==> src/rtl/axi_arb_out_stage.sv <==
// Output stage of the request arbitration tree: 2-entry skid FIFO, round-robin
// flag generation, and the exclusive-lock FSM that pins the tree to one initiator.
module axi_arb_out_stage #(
    parameter int AUX_WIDTH = 32,
    parameter int ID_WIDTH  = 16,
    parameter int N_INIT    = 4,
    parameter int LOG_N     = (N_INIT > 2) ? $clog2(N_INIT) : 1
) (
    input  logic                 clk,
    input  logic                 rst_n,
    input  logic                 in_req_i,
    input  logic [AUX_WIDTH-1:0] in_aux_i,
    input  logic [ID_WIDTH-1:0]  in_id_i,
    input  logic [LOG_N-1:0]     in_src_i,
    input  logic                 in_last_i,
    input  logic                 in_excl_i,
    output logic                 in_gnt_o,
    output logic                 out_valid_o,
    output logic [AUX_WIDTH-1:0] out_aux_o,
    output logic [ID_WIDTH-1:0]  out_id_o,
    output logic                 out_last_o,
    input  logic                 out_ready_i,
    output logic [LOG_N-1:0]     rr_flag_o,
    output logic                 lock_excl_o,
    output logic [LOG_N-1:0]     sel_excl_o
);

    typedef enum logic [0:0] {
        ST_IDLE   = 1'b0,
        ST_LOCKED = 1'b1
    } lock_state_t;

    logic [AUX_WIDTH-1:0] aux_mem_r [2];
    logic [ID_WIDTH-1:0]  id_mem_r  [2];
    logic                 last_mem_r [2];
    logic [1:0]           count_r;
    logic [1:0]           count_nxt_s;
    logic                 wr_ptr_r;
    logic                 rd_ptr_r;
    logic                 push_s;
    logic                 pop_s;
    logic [LOG_N-1:0]     rr_r;
    logic [LOG_N-1:0]     rr_nxt_s;
    lock_state_t          state_r;
    lock_state_t          state_nxt_s;
    logic [LOG_N-1:0]     sel_r;
    logic [LOG_N-1:0]     sel_nxt_s;

    // Grant depends only on occupancy so the tree never sees a loop through in_req_i.
    assign in_gnt_o    = (count_r != 2'd2);
    assign out_valid_o = (count_r != 2'd0);
    assign push_s      = in_req_i & in_gnt_o;
    assign pop_s       = out_valid_o & out_ready_i;

    assign out_aux_o   = aux_mem_r[rd_ptr_r];
    assign out_id_o    = id_mem_r[rd_ptr_r];
    assign out_last_o  = last_mem_r[rd_ptr_r];

    assign rr_flag_o   = rr_r;
    assign lock_excl_o = (state_r == ST_LOCKED);
    assign sel_excl_o  = sel_r;

    // FIFO occupancy next-state.
    always_comb begin
        count_nxt_s = count_r;
        case ({push_s, pop_s})
            2'b10:   count_nxt_s = count_r + 2'd1;
            2'b01:   count_nxt_s = count_r - 2'd1;
            default: count_nxt_s = count_r;
        endcase
    end

    // FIFO storage, pointers and occupancy.
    always_ff @(posedge clk or negedge rst_n) begin
        if (!rst_n) begin
            for (int i = 0; i < 2; i++) begin
                aux_mem_r[i]  <= {AUX_WIDTH{1'b0}};
                id_mem_r[i]   <= {ID_WIDTH{1'b0}};
                last_mem_r[i] <= 1'b0;
            end
            count_r  <= 2'd0;
            wr_ptr_r <= 1'b0;
            rd_ptr_r <= 1'b0;
        end else begin
            if (push_s) begin
                aux_mem_r[wr_ptr_r]  <= in_aux_i;
                id_mem_r[wr_ptr_r]   <= in_id_i;
                last_mem_r[wr_ptr_r] <= in_last_i;
                wr_ptr_r             <= ~wr_ptr_r;
            end
            if (pop_s) begin
                rd_ptr_r <= ~rd_ptr_r;
            end
            count_r <= count_nxt_s;
        end
    end

    // Lock FSM and round-robin next-state; a last beat ends a sequence in either state.
    always_comb begin
        state_nxt_s = state_r;
        sel_nxt_s   = sel_r;
        rr_nxt_s    = rr_r;
        case (state_r)
            ST_IDLE: begin
                if (push_s && in_excl_i && !in_last_i) begin
                    state_nxt_s = ST_LOCKED;
                    sel_nxt_s   = in_src_i;
                end else begin
                    state_nxt_s = ST_IDLE;
                end
            end
            ST_LOCKED: begin
                if (push_s && in_last_i) begin
                    state_nxt_s = ST_IDLE;
                end else begin
                    state_nxt_s = ST_LOCKED;
                end
            end
            default: begin
                state_nxt_s = ST_IDLE;
            end
        endcase
        if (push_s && in_last_i) begin
            if (rr_r == LOG_N'(N_INIT - 1)) begin
                rr_nxt_s = {LOG_N{1'b0}};
            end else begin
                rr_nxt_s = rr_r + LOG_N'(1);
            end
        end else begin
            rr_nxt_s = rr_r;
        end
    end

    // Lock state, captured initiator and round-robin counter registers.
    always_ff @(posedge clk or negedge rst_n) begin
        if (!rst_n) begin
            state_r <= ST_IDLE;
            sel_r   <= {LOG_N{1'b0}};
            rr_r    <= {LOG_N{1'b0}};
        end else begin
            state_r <= state_nxt_s;
            sel_r   <= sel_nxt_s;
            rr_r    <= rr_nxt_s;
        end
    end

endmodule
==> config.mk <==
export PLATFORM = sky130hd
export DESIGN_NAME = axi_arb_out_stage
export DESIGN_NICKNAME = d
export VERILOG_FILES = /design/src/rtl/axi_arb_out_stage.sv
export SDC_FILE = /design/constraint.sdc
export NUM_CORES = 1
export LEC_CHECK = 0
export ABC_AREA = 1
export BUFFER_PORTS_ARGS = -buffer_cell sky130_fd_sc_hd__buf_2
export CORE_UTILIZATION = 58
export CTS_CLUSTER_SIZE = 14
export DETAILED_ROUTE_END_ITERATION = 8
export PLACE_DENSITY = 0.88
export SYNTH_ARGS = -nofsm -noshare
export SYNTH_HDL_FRONTEND = slang
export SYNTH_SLANG_ARGS = --single-unit
==> constraint.sdc <==
create_clock -name clk -period 4.3 [get_ports clk]
set_input_delay 0.86 -clock clk [delete_from_list [all_inputs] [get_ports clk]]
set_output_delay 0.86 -clock clk [all_outputs]
set_load 0.1 [all_outputs]
==> results.py, run 1 <==
metrics = {
    "yosys": {
        "synth-seq-cells": 107,
        "yosysTopAreaCellShare": 0.562,
        "avgSynthCellArea_um2": 7.61,
        "yosysTopAreaCell": "dfrtp_1",
        "postSynthCellCount": 626,
        "synth-seq-area-share": 0.562,
        "synthTopCellsByArea": "dfrtp_1 (56%), nand2_1 (36%), buf_2 (1.5%)",
        "syn-num-nets": 684,
        "ys_types": 20,
        "syn_area_mm2": 0.00476,
        "ys_warn_count": 0,
    },
    "timing": {
        "finClkSkew_ns": 0.00757,
        "tightest_slew_ns": 1.17,
        "clock.fmax_mhz": 287,
        "period_minus_slack_ns": 3.48,
        "min_period_over_period": 0.809,
        "fin_tns_setup_ns": 0,
        "setup_viol": 0,
        "hold_violations": 0,
        "slew_headroom": 0.218,
        "maxSlewViolCount": 0,
        "rsz0062_at_grt": "no",
    },
    "global_routing": {
        "gr-total-overflow": 0,
        "globalRouteTotalUtil": 0.268,
        "grt_pass1_wl_mm": 18.0,
        "grt_pass1_vias": 3951,
        "antenna_found_initial": 0,
        "grt_max_degree": 86,
    },
    "floorplanning": {
        "ioPinCount": 112,
        "core_area_mm2": 0.00785,
        "die_y_um": 92.6,
        "rows": 32,
        "initial_core_util": 0.607,
        "die-area_mm2": 0.00858,
        "die_w_um": 92.6,
    },
    "clock_network": {
        "clock_latency_ns": 0.36,
        "cts_htree_levels": 3,
        "hold_buffers": 0,
        "root_buffer": "clkbuf_8",
        "cts_resized": 0,
        "cts_setup_buffers": 0,
        "cts_tree": "done",
        "clkTransAtPathRegs_ns": 0.09,
        "numCtsBuffers": 9,
        "cts_buffer_depth": 2,
        "clock-sinks": 107,
    },
    "detailed_routing": {
        "drtIter0Drc": 287,
        "vias": 4142,
        "vias_per_cell": 5.02,
        "route.final.wire_length_mm": 10.8,
        "drc": 0,
        "routedWlPerCell_um": 13.0,
        "firstDrtPassIters": 4,
        "ant_nets": 0,
    },
    "final_layout": {
        "area_growth_pct": 15.9,
        "drive_gt1_frac": 0.192,
        "fill_cells": 664,
        "diodes": 0,
        "fin_nets": 776,
    },
    "critical_path": {
        "crit_type": "flop to primary output",
        "startpoint_type": "flop",
        "crit_fanout": 50,
        "end_kind": "primary output",
        "cp_data_required_time_ns": 3.44,
        "cp.arrival_ns": 2.62,
    },
    "flow_run": {
        "maxCapViolCount": 0,
    },
    "status": {
        "outcome": "finished, final reports clean",
    },
    "placement": {
        "routabilityCongestion": 0.791,
        "hpwl_mm": 6.87,
        "portBuffers": 111,
    },
    "hold_path": {
        "hold_class": "flop to flop",
    },
}
-- sequential cells by signal, indices dropped and copies added (netlist names) --
name / count
rd_ptr_r: 1
lock_excl_o: 1
last_mem_r: 2
count_r: 2
rr_flag_o: 2
id_mem_r: 32
sel_excl_o: 2
aux_mem_r: 64
wr_ptr_r: 1
-- worst max-delay path, cell delays in order, from the launching register on --
cell and delay, ns:
dfrtp_2 0.75, inv_2 0.81, nand2_1 0.13, nand2_1 0.13, buf_2 0.43
-- synthesized netlist by cell type, drive strengths merged --
| cell | instances |
|---|---|
| a21oi | 1 |
| or2 | 2 |
| xnor2 | 1 |
| xor2 | 1 |
| nor2 | 3 |
| nand4 | 1 |
| o21ai | 1 |
| ha | 2 |
| nand2 | 463 |
| dfrtp | 107 |
| nand3 | 5 |
| clkbuf | 11 |
| buf | 20 |
| inv | 8 |
-- final timing paths --
path,startpoint,to,slack [ns],depth (start not counted)
setup / recovery,rd_ptr_r,out_aux_o[11],0.82,4
min in group asynchronous,rst_n,aux_mem_r[54],0.66,1
max in group asynchronous,rst_n,rd_ptr_r,2.71,2
hold reg to reg,aux_mem_r[11],aux_mem_r[11],0.48,2
setup reg to reg,rd_ptr_r,rd_ptr_r,2.25,2
hold / removal,aux_mem_r[11],aux_mem_r[11],0.48,2
-- metal layers --
metal	routed length, µm	vias to the layer above	GRT usage	part of all wire
li1	-	2046	-	-
met1	4710	1941	0.362	0.44
met2	5230	138	0.437	0.49
met3	654	17	0.0493	0.061
met4	161	0	0.100	0.015
met5	0	-	0	0
-- cells by family (layout without fill, tap and decap cells) --
group | count (synthesis) | after routing | share of synthesized area
AO/OA/AOI/OAI | 2 | 2 | 0.00446
XOR/XNOR | 2 | 2 | 0.00368
adder cells (fa/ha/maj) | 2 | 2 | 0.00525
buffers and inverters | 39 | 136 | 0.0415
flip-flops | 107 | 107 | 0.562
AND/OR/NAND/NOR | 474 | 474 | 0.383
-- through the flow --
step           hold WS (ns)  setup WS [ns]   util  cell area (µm²)  cells
5_1_grt               0.493          0.641  0.704             5520    825
3_3_place_gp          0.453           1.24  0.675             5290    809
6_report              0.478          0.820  0.704             5520    825
2_1_floorplan         0.442           1.88      -             4760    626
4_1_cts               0.481          0.806  0.704             5520    825
3_5_place_dp          0.459           1.21  0.675             5290    809
-- cells in the final DEF, fill, tap and decap left out --
| cell type | Yosys | final |
|---|---|---|
| clkinvlp_4 | 0 | 1 |
| nand2_1 | 460 | 459 |
| nand2_2 | 1 | 2 |
| o21ai_0 | 1 | 1 |
| inv_1 | 6 | 6 |
| or2_2 | 2 | 2 |
| buf_4 | 3 | 2 |
| a21oi_4 | 1 | 1 |
| xnor2_1 | 1 | 1 |
| dfrtp_2 | 0 | 1 |
| buf_2 | 14 | 110 |
| nand4_1 | 1 | 1 |
| nand2_4 | 2 | 2 |
| ha_1 | 2 | 2 |
| nor2_4 | 2 | 2 |
| clkbuf_8 | 0 | 11 |
| dfrtp_1 | 107 | 106 |
| nor2_1 | 1 | 1 |
| bufinv_16 | 0 | 2 |
| xor2_1 | 1 | 1 |
| nand3_1 | 5 | 5 |
| clkbuf_1 | 11 | 1 |
| inv_2 | 2 | 2 |
| clkinv_2 | 0 | 1 |
-- cell type report --
type / instances / area [µm²] / share of cell area
sequential: 107 / 2680 / 0.485
multi-input combinational: 480 / 1890 / 0.343
timing repair buffer: 112 / 566 / 0.102
clock buffer: 12 / 155 / 0.0281
tap: 102 / 128 / 0.0231
clock inverter: 4 / 72.6 / 0.0131
inverter: 8 / 30.0 / 0.00544
Power of run 1 is not shown: default switching activity piles up to over one toggle a cycle in this logic, so the estimate is an artifact.
==> run 2: changes to the inputs <==
--- a/config.mk
+++ b/config.mk
@@ -7,10 +7,10 @@
 export LEC_CHECK = 0
 export ABC_AREA = 1
 export BUFFER_PORTS_ARGS = -buffer_cell sky130_fd_sc_hd__buf_2
-export CORE_UTILIZATION = 58
+export CORE_UTILIZATION = 48
 export CTS_CLUSTER_SIZE = 14
 export DETAILED_ROUTE_END_ITERATION = 8
-export PLACE_DENSITY = 0.88
+export PLACE_DENSITY = 0.78
 export SYNTH_ARGS = -nofsm -noshare
 export SYNTH_HDL_FRONTEND = slang
 export SYNTH_SLANG_ARGS = --single-unit
==> constraint.sdc (replaced) <==
create_clock -name clk -period 3.2 [get_ports clk]
set_input_delay 0.64 -clock clk [delete_from_list [all_inputs] [get_ports clk]]
set_output_delay 0.64 -clock clk [all_outputs]
set_load 0.1 [all_outputs]
==> results.py, run 2 (synthesized netlist as in run 1, its figures left out) <==
metrics = {
    "final_layout": {
        "diodes": 0,
        "instances_no_fill": 856,
        "final_common_cell": "nand2_1",
        "fill_cells": 871,
        "area_growth_pct": 16.7,
        "largestRegisters": "aux_mem_r (64), id_mem_r (32)",
        "top_register": "aux_mem_r",
        "fin_nets": 781,
        "design_area_mm2": 0.00556,
        "drive_gt1_frac": 0.195,
        "final-seq-area_mm2": 0.00268,
        "multi_input_area_mm2": 0.00189,
        "final_cell_mix": "nand2_1 (459), buf_2 (110), dfrtp_1 (106), clkbuf_8 (9)",
        "largest_reg_flops": 64,
    },
    "floorplanning": {
        "ioPinCount": 112,
        "rows": 35,
        "die_y_um": 102,
        "core_area_mm2": 0.00942,
        "initial_core_util": 0.506,
        "die-area_mm2": 0.0103,
        "die_w_um": 102,
    },
    "detailed_routing": {
        "drc": 0,
        "vias_per_cell": 4.78,
        "drtIter0Drc": 204,
        "ant_nets": 0,
        "routedWlPerCell_um": 12.7,
        "vias": 4092,
        "route.final.wire_length_mm": 10.8,
        "firstDrtPassIters": 5,
    },
    "global_routing": {
        "grt_max_degree": 55,
        "grt_pass1_vias": 3779,
        "antenna_found_initial": 1,
        "grt_pass1_wl_mm": 17.7,
        "globalRouteTotalUtil": 0.221,
        "gr-total-overflow": 0,
    },
    "clock_network": {
        "root_buffer": "clkbuf_8",
        "cts_tree": "done",
        "clock-sinks": 107,
        "hold_buffers": 0,
        "cts_buffer_depth": 2,
        "clock_latency_ns": 0.36,
        "cts_setup_buffers": 0,
        "clkTransAtPathRegs_ns": 0.10,
        "cts_resized": 0,
        "numCtsBuffers": 9,
        "cts_htree_levels": 3,
    },
    "flow_run": {
        "maxCapViolCount": 0,
    },
    "critical_path": {
        "path_delay_family": "buffers and inverters",
        "crit_top_cell": "nand2_1",
        "startpoint_type": "flop",
        "crit_fanout": 24,
        "cp.arrival_ns": 1.99,
        "critPathMaxStageDelay_ns": 0.42,
        "cp_data_required_time_ns": 2.56,
        "crit_type": "flop to primary output",
        "cp_slowest_cell": "buf_2",
        "crit_buf_inv": 3,
        "path_cells": "inv_2 > buf_4 > nand2_1 > nand2_1 > buf_2",
        "end_kind": "primary output",
    },
    "timing": {
        "rsz0062_at_grt": "no",
        "period_minus_slack_ns": 2.63,
        "hold_violations": 0,
        "min_period_over_period": 0.821,
        "slew_headroom": 0.330,
        "maxSlewViolCount": 0,
        "setup_viol": 0,
        "fin_tns_setup_ns": 0,
        "finClkSkew_ns": 0.0145,
        "tightest_slew_ns": 1.00,
        "clock.fmax_mhz": 381,
    },
    "status": {
        "outcome": "finished, final reports clean",
    },
    "placement": {
        "dpl_cell_area_mm2": 0.00538,
        "portBuffers": 111,
        "routabilityCongestion": 0.800,
        "hpwl_mm": 7.09,
        "place_inst": 841,
    },
    "hold_path": {
        "hold_class": "input port to async pin",
    },
}
run 2: changes by cell type in the layout (fill, tap and decap cells not counted):
cell / delta
bufinv_16: -1
buf_4: +4
clkbuf_8: -2
buf_12: +1
clkbuf_1: +1
clkinvlp_4: -1
clkinv_4: +2
run 2: worst reg2reg max path: stages, from the launching register on:
cell	delay, ns
dfrtp_1	0.42
inv_2	0.09
nand2_4	0.08
nand2_4	0.08
nor2_4	0.54
buf_4	0.39
nand2_1	0.09
nand2_1	0.08
run 2: per-layer routing:
layer / vias to the layer above / wire (µm) / track usage
met5: - / 17 / 0
met4: 2 / 91 / 0.0635
met3: 9 / 786 / 0.0435
met2: 143 / 4960 / 0.346
met1: 1884 / 4980 / 0.314
li1: 2054 / - / -
run 2: final timing paths:
kind,from,endpoint,slack (ns),depth (start not counted)
setup / recovery,rd_ptr_r,out_aux_o[22],0.57,5
min in group clk,sel_excl_o[0],sel_excl_o[0],0.47,2
setup reg to reg,count_r[0],id_mem_r[8],1.34,7
max in group asynchronous,rst_n,aux_mem_r[3],2.16,2
hold / removal,rst_n,aux_mem_r[17],0.32,1
hold reg to reg,sel_excl_o[0],sel_excl_o[0],0.47,2
run 2: through the flow:
step / hold slack [ns] / utilization / worst slack [ns]
floorplan: 0.344 / - / 0.999
global placement: 0.453 / 0.571 / 0.966
detailed placement: 0.454 / 0.571 / 0.940
CTS: 0.339 / 0.591 / 0.535
global route: 0.380 / 0.591 / 0.467
finish: 0.317 / 0.591 / 0.574
run 2: final cells by class:
| type | count | share of cell area |
|---|---|---|
| Clock buffer | 11 | 0.0236 |
| Clock inverter | 4 | 0.00945 |
| Inverter | 8 | 0.00540 |
| Multi-Input combinational cell | 480 | 0.340 |
| Sequential cell | 107 | 0.482 |
| Tap cell | 129 | 0.0290 |
| Timing Repair Buffer | 117 | 0.111 |
Power of run 2 is left out for the same reason.
==> run 3: changes to the inputs <==
--- a/config.mk
+++ b/config.mk
@@ -5,12 +5,12 @@
 export SDC_FILE = /design/constraint.sdc
 export NUM_CORES = 1
 export LEC_CHECK = 0
-export ABC_AREA = 1
+export ABC_AREA = 0
 export BUFFER_PORTS_ARGS = -buffer_cell sky130_fd_sc_hd__buf_2
 export CORE_UTILIZATION = 48
 export CTS_CLUSTER_SIZE = 14
 export DETAILED_ROUTE_END_ITERATION = 8
-export PLACE_DENSITY = 0.78
+export PLACE_DENSITY = 0.79
 export SYNTH_ARGS = -nofsm -noshare
 export SYNTH_HDL_FRONTEND = slang
 export SYNTH_SLANG_ARGS = --single-unit
==> constraint.sdc (replaced) <==
create_clock -name clk -period 2.2 [get_ports clk]
set_input_delay 0.44 -clock clk [delete_from_list [all_inputs] [get_ports clk]]
set_output_delay 0.44 -clock clk [all_outputs]
set_load 0.1 [all_outputs]
==> results.py, run 3 <==
metrics = {
    "final_layout": {
        "fin_nets": 466,
        "final_cell_mix": "mux2_2 (140), buf_2 (110), dfrtp_1 (106), mux2_4 (10), clkbuf_8 (10)",
        "drive_gt1_frac": 0.697,
        "multi_input_area_mm2": 0.00189,
        "diodes": 0,
        "top_register": "aux_mem_r",
        "instances_no_fill": 542,
        "final_common_cell": "mux2_2",
        "largest_reg_flops": 64,
        "design_area_mm2": 0.00559,
        "largestRegisters": "aux_mem_r (64), id_mem_r (32)",
        "fill_cells": 774,
        "final-seq-area_mm2": 0.00268,
        "area_growth_pct": 19.5,
    },
    "yosys": {
        "synthTopCellsByArea": "dfrtp_1 (57%), mux2_2 (34%), mux2_4 (3.2%)",
        "synth-seq-area-share": 0.572,
        "synth-seq-cells": 107,
        "syn-num-nets": 354,
        "async_flop_share": 1.00,
        "yosysTopAreaCellShare": 0.572,
        "synth-edff-count": 0,
        "postSynthCellCount": 296,
        "syn_area_mm2": 0.00468,
        "synth_most_common_cell": "mux2_2",
        "avgSynthCellArea_um2": 15.8,
        "ys_types": 23,
        "yosysTopAreaCell": "dfrtp_1",
        "ys_warn_count": 0,
        "ys.flop_type": "dfrtp_1",
        "synth.cells.most_frequent": "mux2_2 (140), dfrtp_1 (107), mux2_4 (10)",
    },
    "timing": {
        "period_minus_slack_ns": 2.13,
        "maxSlewViolCount": 0,
        "slew_headroom": 0.663,
        "clock.fmax_mhz": 470,
        "rsz0062_at_grt": "no",
        "hold_violations": 0,
        "finClkSkew_ns": 0.0169,
        "tightest_slew_ns": 0.509,
        "setup_viol": 0,
        "fin_tns_setup_ns": 0,
        "min_period_over_period": 0.968,
    },
    "floorplanning": {
        "die-area_mm2": 0.0101,
        "die_y_um": 101,
        "die_w_um": 101,
        "initial_core_util": 0.502,
        "core_area_mm2": 0.00933,
        "ioPinCount": 112,
        "rows": 35,
    },
    "detailed_routing": {
        "vias": 2746,
        "drtIter0Drc": 41,
        "ant_nets": 0,
        "routedWlPerCell_um": 15.4,
        "route.final.wire_length_mm": 8.37,
        "firstDrtPassIters": 4,
        "drc": 0,
        "vias_per_cell": 5.07,
    },
    "status": {
        "outcome": "finished, final reports clean",
    },
    "global_routing": {
        "antenna_found_initial": 0,
        "grt_max_degree": 57,
        "grt_pass1_wl_mm": 13.8,
        "gr-total-overflow": 0,
        "globalRouteTotalUtil": 0.175,
        "grt_pass1_vias": 2994,
    },
    "clock_network": {
        "clock-sinks": 107,
        "cts_resized": 0,
        "numCtsBuffers": 9,
        "hold_buffers": 1,
        "cts_setup_buffers": 0,
        "cts_buffer_depth": 2,
        "clkTransAtPathRegs_ns": 0.10,
        "clock_latency_ns": 0.36,
        "root_buffer": "clkbuf_8",
        "cts_htree_levels": 3,
        "cts_tree": "done",
    },
    "hold_path": {
        "holdPathStages": 2,
        "hold_class": "input port to flop",
    },
    "placement": {
        "dpl_cell_area_mm2": 0.00538,
        "hpwl_mm": 5.76,
        "portBuffers": 111,
        "place_inst": 525,
        "routabilityCongestion": 0.677,
    },
    "critical_path": {
        "crit_fanout": 50,
        "cp_data_required_time_ns": 1.76,
        "path_cells": "buf_12 > mux2_2 > buf_2",
        "critPathMaxStageDelay_ns": 0.39,
        "end_kind": "primary output",
        "startpoint_type": "flop",
        "crit_type": "flop to primary output",
        "reg2reg_depth": 4,
        "critical_path_depth": 3,
        "ff2ff_setup_slack_ns": 0.55,
        "cp.arrival_ns": 1.69,
        "crit_buf_inv": 2,
        "cp_slowest_cell": "mux2_2",
        "path_delay_family": "buffers and inverters",
    },
    "flow_run": {
        "maxCapViolCount": 0,
    },
}
[run 3: kinds of logic (layout without fill, tap and decap cells)]
group | after synthesis | count (layout) | synth area share
xor gates and xnor gates | 5 | 5 | 0.00936
adders and majority gates | 2 | 2 | 0.00535
and+or+nand+nor | 11 | 11 | 0.0142
buffers and inverters | 18 | 135 | 0.0249
DFF | 107 | 107 | 0.572
AOI/OAI and AO/OA | 2 | 2 | 0.00267
muxes | 151 | 151 | 0.371
[run 3: cell type report]
class | count | area share
repair buffers | 119 | 0.118
clock inverters | 5 | 0.0107
multi-input cells | 171 | 0.338
clock buffers | 11 | 0.0253
flip-flops and latches | 107 | 0.479
well taps | 129 | 0.0289
[run 3: metrics by stage]
step	hold WS, ns	setup slack (ns)	util
final	0.308	0.0715	0.599
after global routing	0.289	0.0101	0.599
after CTS	0.290	0.0417	0.599
after detailed placement	0.328	0.432	0.577
after global placement	0.327	0.428	0.577
after floorplan	0.144	0.342	-
[run 3: per-layer routing]
| layer | global-route usage | share of wire | up-vias |
|---|---|---|---|
| met5 | 0 | 0 | - |
| met4 | 0.0725 | 0.017 | 0 |
| met1 | 0.202 | 0.42 | 1392 |
| met3 | 0.0347 | 0.041 | 13 |
| met2 | 0.318 | 0.52 | 59 |
| li1 | - | - | 1282 |
[run 3: worst paths after layout]
path	startpoint	to
max	rd_ptr_r	out_aux_o[17]
min	in_aux_i[12]	aux_mem_r[12]
max reg2reg	count_r[0]	id_mem_r[19]
min reg2reg	wr_ptr_r	wr_ptr_r
max in group asynchronous	rst_n	aux_mem_r[35]
min in group asynchronous	rst_n	id_mem_r[6]
Power of run 3 is left out for the same reason.
